$ cat config.mk
export PLATFORM = sky130hd
export DESIGN_NAME = vector_pair_reader
export DESIGN_NICKNAME = d
export VERILOG_FILES = /design/src/rtl/pesto_vec_pkg.sv /design/src/rtl/vpr_pair_fifo.sv /design/src/rtl/vector_pair_reader.sv
export SDC_FILE = /design/constraint.sdc
export NUM_CORES = 1
export LEC_CHECK = 0
export CORE_MARGIN = 10
export CORE_UTILIZATION = 46
export CTS_CLUSTER_DIAMETER = 60
export CTS_CLUSTER_SIZE = 25
export DETAILED_ROUTE_END_ITERATION = 16
export GPL_TIMING_DRIVEN = 0
export HOLD_SLACK_MARGIN = 0.08
export PLACE_DENSITY = 0.77
export SYNTH_ARGS = -nofsm -noshare
export SYNTH_HDL_FRONTEND = slang
export SYNTH_SLANG_ARGS = --single-unit
$ cat constraint.sdc
create_clock -name clk -period 2.4 [get_ports clk]
set_input_delay 0.48 -clock clk [delete_from_list [all_inputs] [get_ports clk]]
set_output_delay 0.48 -clock clk [all_outputs]
set_load 0.1 [all_outputs]
$ cat src/rtl/pesto_vec_pkg.sv
// Shared types and default widths for the vector pair reader.
package pesto_vec_pkg;

    localparam int VALUE_WIDTH       = 16;
    localparam int ADDRESS_WIDTH     = 10;
    localparam int STALL_COUNT_WIDTH = 16;

    typedef enum logic [1:0] {
        IDLE  = 2'd0,
        ISSUE = 2'd1,
        DRAIN = 2'd2
    } state_t;

endpackage

$ cat src/rtl/vpr_pair_fifo.sv
// Two-entry FIFO holding {last, val1, val2}; head is presented directly.
module vpr_pair_fifo #(
    parameter int width = 33
) (
    input  logic             clk,
    input  logic             reset,
    input  logic             push,
    input  logic [width-1:0] push_data,
    input  logic             pop,
    output logic             valid,
    output logic [1:0]       count,
    output logic [width-1:0] head
);

    logic       wr_ptr_reg;
    logic       rd_ptr_reg;
    logic [1:0] count_reg;

    for (genvar gi = 0; gi < 2; gi++) begin : g_entry
        logic [width-1:0] entry_reg;

        always_ff @(posedge clk or negedge reset) begin
            if (!reset) begin
                entry_reg <= '0;
            end else if (push && (wr_ptr_reg == 1'(gi))) begin
                entry_reg <= push_data;
            end
        end
    end

    always_ff @(posedge clk or negedge reset) begin
        if (!reset) begin
            wr_ptr_reg <= 1'b0;
            rd_ptr_reg <= 1'b0;
            count_reg  <= 2'd0;
        end else begin
            if (push) begin
                wr_ptr_reg <= ~wr_ptr_reg;
            end
            if (pop) begin
                rd_ptr_reg <= ~rd_ptr_reg;
            end
            case ({push, pop})
                2'b10:   count_reg <= count_reg + 2'd1;
                2'b01:   count_reg <= count_reg - 2'd1;
                default: count_reg <= count_reg;
            endcase
        end
    end

    assign valid = (count_reg != 2'd0);
    assign count = count_reg;
    assign head  = rd_ptr_reg ? g_entry[1].entry_reg : g_entry[0].entry_reg;

endmodule

$ cat src/rtl/vector_pair_reader.sv
// Streams element pairs from two store ports into a 2-deep output FIFO.
// Optional VECTOR_READER_STALL_CNT_EN adds the o_stall_count output.
module vector_pair_reader
    import pesto_vec_pkg::*;
#(
    parameter int value_width   = VALUE_WIDTH,
    parameter int address_width = ADDRESS_WIDTH
) (
    input  logic                     clk,
    input  logic                     reset,
    input  logic                     cmd_valid,
    output logic                     cmd_ready,
    input  logic [address_width-1:0] cmd_base1,
    input  logic [address_width-1:0] cmd_base2,
    input  logic [address_width:0]   cmd_len,
    output logic                     mem_wr_en,
    output logic [address_width-1:0] mem_address1,
    output logic [address_width-1:0] mem_address2,
    input  logic [value_width-1:0]   mem_read_val1,
    input  logic [value_width-1:0]   mem_read_val2,
    output logic                     o_valid,
    input  logic                     o_ready,
    output logic [value_width-1:0]   o_val1,
    output logic [value_width-1:0]   o_val2,
    output logic                     o_last,
    output logic                     o_done
`ifdef VECTOR_READER_STALL_CNT_EN
    ,
    output logic [STALL_COUNT_WIDTH-1:0] o_stall_count
`endif
);

    localparam int FIFO_WIDTH = 2 * value_width + 1;
    localparam logic [address_width:0]   LEN_ONE  = (address_width + 1)'(1);
    localparam logic [address_width-1:0] ADDR_ONE = address_width'(1);

    state_t                   state_reg;
    logic [address_width-1:0] addr1_reg;
    logic [address_width-1:0] addr2_reg;
    logic [address_width:0]   remaining_reg;
    logic                     inflight_reg;
    logic                     inflight_last_reg;
    logic                     cmd_ready_reg;
    logic                     zero_done_reg;

    logic                  fifo_valid;
    logic [1:0]            fifo_count;
    logic [FIFO_WIDTH-1:0] fifo_head;
    logic                  head_last;
    logic                  pop;
    logic                  issue;
    logic                  accept;
    logic                  done_accept;
    logic [1:0]            held_after_pop;

    assign head_last   = fifo_head[FIFO_WIDTH-1];
    assign pop         = fifo_valid && o_ready;
    assign accept      = (state_reg == IDLE) && cmd_valid && cmd_ready_reg;
    assign done_accept = (state_reg == DRAIN) && pop && head_last;

    // Credit check counts the slot freed by this cycle's pop so a steady
    // o_ready keeps one pair per cycle flowing.
    assign held_after_pop = fifo_count - {1'b0, pop};
    assign issue = (state_reg == ISSUE) &&
                   ((held_after_pop + {1'b0, inflight_reg}) < 2'd2);

    always_ff @(posedge clk or negedge reset) begin
        if (!reset) begin
            state_reg         <= IDLE;
            addr1_reg         <= '0;
            addr2_reg         <= '0;
            remaining_reg     <= '0;
            inflight_reg      <= 1'b0;
            inflight_last_reg <= 1'b0;
            cmd_ready_reg     <= 1'b0;
            zero_done_reg     <= 1'b0;
        end else begin
            inflight_reg      <= issue;
            inflight_last_reg <= issue && (remaining_reg == LEN_ONE);
            zero_done_reg     <= 1'b0;
            case (state_reg)
                IDLE: begin
                    cmd_ready_reg <= 1'b1;
                    if (accept) begin
                        if (cmd_len != '0) begin
                            addr1_reg     <= cmd_base1;
                            addr2_reg     <= cmd_base2;
                            remaining_reg <= cmd_len;
                            state_reg     <= ISSUE;
                            cmd_ready_reg <= 1'b0;
                        end else begin
                            zero_done_reg <= 1'b1;
                        end
                    end
                end
                ISSUE: begin
                    if (issue) begin
                        addr1_reg     <= addr1_reg + ADDR_ONE;
                        addr2_reg     <= addr2_reg + ADDR_ONE;
                        remaining_reg <= remaining_reg - LEN_ONE;
                        if (remaining_reg == LEN_ONE) begin
                            state_reg <= DRAIN;
                        end
                    end
                end
                DRAIN: begin
                    if (done_accept) begin
                        state_reg     <= IDLE;
                        cmd_ready_reg <= 1'b1;
                    end
                end
                default: begin
                    state_reg <= IDLE;
                end
            endcase
        end
    end

    vpr_pair_fifo #(
        .width(FIFO_WIDTH)
    ) u_fifo (
        .clk      (clk),
        .reset    (reset),
        .push     (inflight_reg),
        .push_data({inflight_last_reg, mem_read_val1, mem_read_val2}),
        .pop      (pop),
        .valid    (fifo_valid),
        .count    (fifo_count),
        .head     (fifo_head)
    );

`ifdef VECTOR_READER_STALL_CNT_EN
    logic [STALL_COUNT_WIDTH-1:0] stall_count_reg;

    always_ff @(posedge clk or negedge reset) begin
        if (!reset) begin
            stall_count_reg <= '0;
        end else if (accept) begin
            stall_count_reg <= '0;
        end else if (fifo_valid && !o_ready && (stall_count_reg != '1)) begin
            stall_count_reg <= stall_count_reg + STALL_COUNT_WIDTH'(1);
        end
    end

    assign o_stall_count = stall_count_reg;
`endif

    assign cmd_ready    = cmd_ready_reg;
    assign mem_wr_en    = 1'b0;
    assign mem_address1 = addr1_reg;
    assign mem_address2 = addr2_reg;
    assign o_valid      = fifo_valid;
    assign o_val1       = fifo_head[2*value_width-1:value_width];
    assign o_val2       = fifo_head[value_width-1:0];
    assign o_last       = fifo_valid && head_last;
    assign o_done       = zero_done_reg || done_accept;

endmodule

==> results of run 1 <==
## metrics by stage
step           area [um2]  hold slack (ps)  utilization  TNS (ps)
2_1_floorplan        5420              184            -         0
3_3_place_gp         6820              478        0.594   -370210
3_5_place_dp         6840              487        0.597    -39510
4_1_cts              7030              196        0.613      -158
5_1_grt              7080              236        0.617     -1.30
6_report             7080              177        0.617         0
## final cells by class
cell class / instances / area [um2]
Sequential cell: 107 / 2680
Inverter: 10 / 37.5
Clock inverter: 6 / 55.1
Multi-Input combinational cell: 305 / 2610
Fill cell: 937 / 4390
Tap cell: 143 / 179
Clock buffer: 10 / 229
Timing Repair Buffer: 129 / 1120
Buffer: 31 / 174
## cells in the mapped netlist, drive strengths merged, types with 2 or more instances
master and n:
a311oi 4, a21oi 19, nand2b 5, xor2 4
a211oi 3, nor2 18, xnor2 4, mux2 102
o311ai 2, a221oi 2, or4 4, ha 6
o21ai 19, nor3 10, inv 10, or3 2
a22oi 4, nand3 16, nor4 8, buf 21
o211ai 14, nand2 10, clkbuf 11, dfrtp 107
and3 4, a211o 3, nor3b 3, a31o 2
mux2i 2, o221ai 21, o41a 3
## timing repair
| item | in CTS | in global routing |
|---|---|---|
| setup buffers | 1 | 4 |
| resized for setup | 194 | 12 |
| cloned | 0 | 1 |
| endpoints found under the hold margin | 0 | 0 |
| endpoints found under the setup margin | 90 | 49 |
| pin swaps | 1 | 3 |
## logic make-up (layout without fill, tap and decap cells)
| logic type | count (synthesis) | in the layout | synth area share |
|---|---|---|---|
| and+or+nand+nor | 84 | 84 | 0.0807 |
| adders and majority gates | 6 | 6 | 0.0139 |
| muxes | 104 | 104 | 0.217 |
| AOI/OAI and AO/OA | 102 | 102 | 0.140 |
| buffers and inverters | 42 | 186 | 0.0374 |
| other | 1 | 1 | 0.000693 |
| xor gates and xnor gates | 8 | 8 | 0.0157 |
| DFF | 107 | 107 | 0.495 |
## metal layers
layer | GRT usage | vias up | routed length, um
met5 | 0 | - | 0
met4 | 0.0735 | 0 | 345
met3 | 0.0509 | 26 | 1410
met2 | 0.294 | 217 | 7190
met1 | 0.242 | 2182 | 6980
li1 | - | 1991 | -
## worst paths after layout
path                       cells past startpoint  slack, ps                                           to
setup / recovery                               3         60                                    o_val1[3]
hold / removal                                 1        180  u_fifo.g_entry[0].entry_reg[24]$_DFFE_PN0P_
setup reg to reg                               7        140                  mem_address2[1]$_DFFE_PN0P_
hold reg to reg                                1        500   u_fifo.g_entry[1].entry_reg[0]$_DFFE_PN0P_
max in group asynchronous                      2       1510                  u_fifo.count[1]$_DFFE_PN0P_
min in group clk                               1        500   u_fifo.g_entry[1].entry_reg[0]$_DFFE_PN0P_
## worst max-delay path, delay by kind of cell, from the launching register on
family,cells,cell delay [ps]
DFF,1,500
muxes,1,380
buffers and inverters,2,620
==> qor_table.md, run 1 <==
| Quantity | Reported | Unit |
|:---|:---|:---|
| Fraction of the yosys area taken by sequential cells | 0.495 | - |
| Min-Delay Path Class | input port to async pin | - |
| Worst-path clk slew | 80 | ps |
| Final worst clock skew | 9.13 | ps |
| RSZ-0062 raised after global routing | true | - |
| Synth Instances | 454 | - |
| Number of buffers added by the clock tree synthesis step | 9 | - |
| Final Worst Setup Slack | 60.2 | ps |
| Status | finished clean | - |
| Count of final hold-check violations | 0 | - |
| Initial antenna violation count | 0 | - |
| Max incr delay on CP | 500 | ps |
| Commonest cells after routing, fill and taps aside | 106 x sky130_fd_sc_hd__dfrtp_1, 100 x sky130_fd_sc_hd__mux2_2, 65 x sky130_fd_sc_hd__clkdlybuf4s50_1 | - |
| Routed Antenna Nets | 0 | - |
| Data required time at the worst endpoint | 1920 | ps |
| HPWL after detailed placement | 11500 | um |
| Most area-consuming cells after synthesis | sky130_fd_sc_hd__dfrtp_1 49%, sky130_fd_sc_hd__mux2_2 21%, sky130_fd_sc_hd__o221ai_1 3.2% | - |
| Initial core utilization | 0.472 | - |
| Final net count | 666 | - |
| Worst Setup Path Type | register to output pin | - |
| Largest net degree at the start of global routing | 56 | - |
| Sink count of the clock tree | 107 | - |
| Cells after DPL | 720 | - |
| Launching element type of the critical path | register | - |
| Row cnt | 39 | - |
| Final weighted congestion in routability-driven placement | 0.898 | - |
| Clk root buf | sky130_fd_sc_hd__clkbuf_16 | - |
| Syn. warnings | 0 | - |
| Global-route total usage across every layer | 0.188 | - |
| Cell type with the highest occurrence count on the critical path | sky130_fd_sc_hd__buf_2 | - |
| Number of levels the H-tree was split into | 3 | - |
| Mean area per synthesized cell | 11.9 | um2 |
| Vias in the first global route | 4673 | - |
| Final clock period utilization by the worst path | 0.975 | - |
| Detailed-route DRC error count | 0 | - |
| Endpoint type of the worst setup path | output pin | - |
| Distinct cell type count after synthesis | 51 | - |
| Fmax | 427 | MHz |
| Count of flip-flops with a built-in enable after synthesis | 0 | - |
| Clock buffer depth | 2 | - |
| Clock tree from TritonCTS | built | - |
| I/O Pins | 124 | - |
| Drt total wl | 15900 | um |
| Ordered cell list for the critical path | buf_2 > mux2_2 > buf_2 | - |
| Dominant register cell in the synthesized netlist | sky130_fd_sc_hd__dfrtp_1 | - |
| Placeable core region | 11500 | um2 |
| Wire length of the first global-routing pass | 25000 | um |
| Synthesized flop and latch total | 107 | - |
| Area of the mapped netlist | 5410 | um2 |
| Final Instance Count excl. Fillers | 741 | - |
| Overall overflow remaining after global route | 0 | - |
| Max reg flops | 66 | - |
| Avg WL per Cell | 21.5 | um |
| Source of the critical timing path | u_fifo.rd_ptr_reg$_DFFE_PN0P_ | - |
| Final setup violation count | 0 | - |
| Worst Path Max Fanout | 10 | - |
| Total Die Area | 16500 | um2 |
| Overall die width | 128 | um |
| Top-area cell type share of the netlist area | 0.495 | - |
| Relative area change from synthesis to final layout | 30.7 | % |
| Share of cells above drive strength 1 | 0.324 | - |
| Number of pins with negative max-slew slack in the final report | 0 | - |
| Post-layout min period | 2340 | ps |
| Slew headroom | 0.340 | - |
| Setup WS pre-CTS | -688 | ps |
| Cell taking the most area after synthesis | sky130_fd_sc_hd__dfrtp_1 | - |
| Count of hold buffers inserted by post-cts repair | 0 | - |
| Reg-to-reg critical path startpoint | u_fifo.count[0]$_DFFE_PN0P_ | - |
| # diodes | 0 | - |
| Total via count in the routed design | 4416 | - |
| Number of iterations in the first detailed-routing pass | 5 | - |
| Number of buffers inserted by port buffering | 122 | - |
| Net count after synthesis | 527 | - |
| Ys async rst share | 1.00 | - |
| Arr. time, crit path | 1860 | ps |
| Die outline height | 128 | um |
| Worst Max-Slew Pin Slew | 988 | ps |
| Max-capacitance violation count | 0 | - |
| Via density per instance | 5.96 | - |
| Leading cell type in the layout, fill and taps excluded | sky130_fd_sc_hd__dfrtp_1 | - |
| DRC violation total after the first TritonRoute iteration | 339 | - |
| Skew-Pair Late Insertion Delay | 360 | ps |
| Crit-path slowest cell | sky130_fd_sc_hd__dfrtp_1 | - |
Power of run 1 is not shown: default switching activity piles up to over one toggle a cycle in this logic, so the estimate is an artifact.
==> inputs of run 2 (changes only) <==
--- a/config.mk
+++ b/config.mk
@@ -12,7 +12,7 @@
 export DETAILED_ROUTE_END_ITERATION = 16
 export GPL_TIMING_DRIVEN = 0
 export HOLD_SLACK_MARGIN = 0.08
-export PLACE_DENSITY = 0.77
+export PLACE_DENSITY = 0.76
 export SYNTH_ARGS = -nofsm -noshare
 export SYNTH_HDL_FRONTEND = slang
 export SYNTH_SLANG_ARGS = --single-unit
==> run 2 against run 1 <==
Hold slack got worse by 61 ps. Register-to-register slack got worse by 40 ps. Via count increased by 0.75%. Cell count decreased by 0.54%. Core utilization about the same. First-iteration DRC count increased by 27%. Clock-buffer cell count increased by 1. Design area about the same. Critical path depth unchanged. Maximum frequency about the same. Die area unchanged. Global-route usage decreased by 0.083 points. Critical path type unchanged. Highest routed layer unchanged.
==> qor_table.md, run 2 (same netlist as run 1, synthesis figures left out) <==
| Quantity | Reported | Unit |
|:---|:---|:---|
| Leading cell type in the layout, fill and taps excluded | sky130_fd_sc_hd__dfrtp_1 | - |
| Vias in the first global route | 4658 | - |
| Post-DP Area | 6840 | um2 |
| Status | finished clean | - |
| Slew headroom | 0.341 | - |
| Overall die width | 128 | um |
| Post-route cell area | 7080 | um2 |
| Overall overflow remaining after global route | 0 | - |
| Final setup violation count | 0 | - |
| Global-route total usage across every layer | 0.187 | - |
| Final net count | 663 | - |
| Ordered cell list for the critical path | buf_2 > mux2_2 > buf_2 | - |
| Min-Delay Path Class | input port to async pin | - |
| Count of final hold-check violations | 0 | - |
| Max reg flops | 66 | - |
| Count of hold buffers inserted by post-cts repair | 0 | - |
| Clk root buf | sky130_fd_sc_hd__clkbuf_16 | - |
| Data required time at the worst endpoint | 1920 | ps |
| Sink count of the clock tree | 107 | - |
| Endpoint type of the worst setup path | output pin | - |
| Wire length of the first global-routing pass | 24800 | um |
| Fmax | 428 | MHz |
| Post-layout min period | 2340 | ps |
| Final weighted congestion in routability-driven placement | 0.951 | - |
| Max incr delay on CP | 510 | ps |
| Number of levels the H-tree was split into | 3 | - |
| Avg WL per Cell | 21.0 | um |
| Drt total wl | 15500 | um |
| Largest net degree at the start of global routing | 69 | - |
| Skew-Pair Late Insertion Delay | 350 | ps |
| Max-capacitance violation count | 0 | - |
| Final clock period utilization by the worst path | 0.974 | - |
| Placeable core region | 11500 | um2 |
| Via density per instance | 6.04 | - |
| Number of buffers added by the clock tree synthesis step | 9 | - |
| Final Instance Count excl. Fillers | 737 | - |
| Routed Antenna Nets | 0 | - |
| Worst Setup Path Type | register to output pin | - |
| Launching element type of the critical path | register | - |
| I/O Pins | 124 | - |
| RSZ-0062 raised after global routing | true | - |
| Arr. time, crit path | 1860 | ps |
| Worst Max-Slew Pin Slew | 987 | ps |
| Number of pins with negative max-slew slack in the final report | 0 | - |
| Clock tree from TritonCTS | built | - |
| Row cnt | 39 | - |
| DRC violation total after the first TritonRoute iteration | 431 | - |
| Total Die Area | 16500 | um2 |
| Die outline height | 128 | um |
| Crit-path slowest cell | sky130_fd_sc_hd__dfrtp_1 | - |
| Initial core utilization | 0.472 | - |
| Number of buffers inserted by port buffering | 122 | - |
| Detailed-route DRC error count | 0 | - |
| Commonest cells after routing, fill and taps aside | 106 x sky130_fd_sc_hd__dfrtp_1, 100 x sky130_fd_sc_hd__mux2_2, 65 x sky130_fd_sc_hd__clkdlybuf4s50_1 | - |
| Number of iterations in the first detailed-routing pass | 5 | - |
| Initial antenna violation count | 0 | - |
| # diodes | 0 | - |
| HPWL after detailed placement | 11300 | um |
| Cells after DPL | 720 | - |
| Total via count in the routed design | 4449 | - |
| Relative area change from synthesis to final layout | 30.8 | % |
| Clock buffer depth | 2 | - |
| Final worst clock skew | 8.44 | ps |
| Cell type with the highest occurrence count on the critical path | sky130_fd_sc_hd__buf_2 | - |
| Worst Path Max Fanout | 10 | - |
| Share of cells above drive strength 1 | 0.322 | - |
| Worst-path clk slew | 70 | ps |
-- run 2: layout make-up --
type                    instances  area (um2)
plain buffers                  31         174
inverters                      10        37.5
well taps                     143         179
fillers                       930        4380
clock inverters                 4        56.3
flip-flops and latches        107        2680
clock buffers                  11         253
repair buffers                126        1100
multi-input cells             305        2600
-- run 2: timing repair --
action / 4_1_cts / 5_1_grt
setup buffers: 0 / 3
pin swaps: 1 / 4
gates cloned: 0 / 0
resized for setup: 198 / 6
endpoints found under the setup margin: 90 / 33
-- run 2: path summary, 6_finish.rpt --
| path | start | end | slack, ps | cells after the start |
|---|---|---|---|---|
| setup / recovery | u_fifo.rd_ptr_reg$_DFFE_PN0P_ | o_val2[12] | 60 | 3 |
| hold / removal | reset | u_fifo.g_entry[0].entry_reg[28]$_DFFE_PN0P_ | 120 | 1 |
| setup reg to reg | u_fifo.count[0]$_DFFE_PN0P_ | mem_address2[1]$_DFFE_PN0P_ | 100 | 7 |
| hold reg to reg | u_fifo.wr_ptr_reg$_DFFE_PN0P_ | u_fifo.wr_ptr_reg$_DFFE_PN0P_ | 490 | 1 |
| max in group asynchronous | reset | u_fifo.count[1]$_DFFE_PN0P_ | 1560 | 2 |
| min in group clk | u_fifo.wr_ptr_reg$_DFFE_PN0P_ | u_fifo.wr_ptr_reg$_DFFE_PN0P_ | 490 | 1 |
-- run 2: critical path, delay by kind of cell (launching register included) --
kind	cells	cell delay [ps]
mux	1	380
flops	1	510
buf+inv	2	620
-- run 2: layer usage --
layer | routed length [um] | global-route usage
met4 | 335 | 0.0589
met1 | 6560 | 0.239
met3 | 1540 | 0.0641
met5 | 0 | 0
met2 | 7030 | 0.291
-- run 2: stage by stage --
stage | setup slack, ps | utilization | setup TNS (ps) | hold slack (ps)
global placement | -3200 | 0.594 | -378470 | 481
floorplan | 101 | - | 0 | 184
global route | -14.6 | 0.618 | -36.1 | 140
finish | 62.4 | 0.618 | 0 | 116
CTS | 0.672 | 0.614 | 0 | 132
detailed placement | -708 | 0.597 | -39370 | 484
Power of run 2 is left out for the same reason.
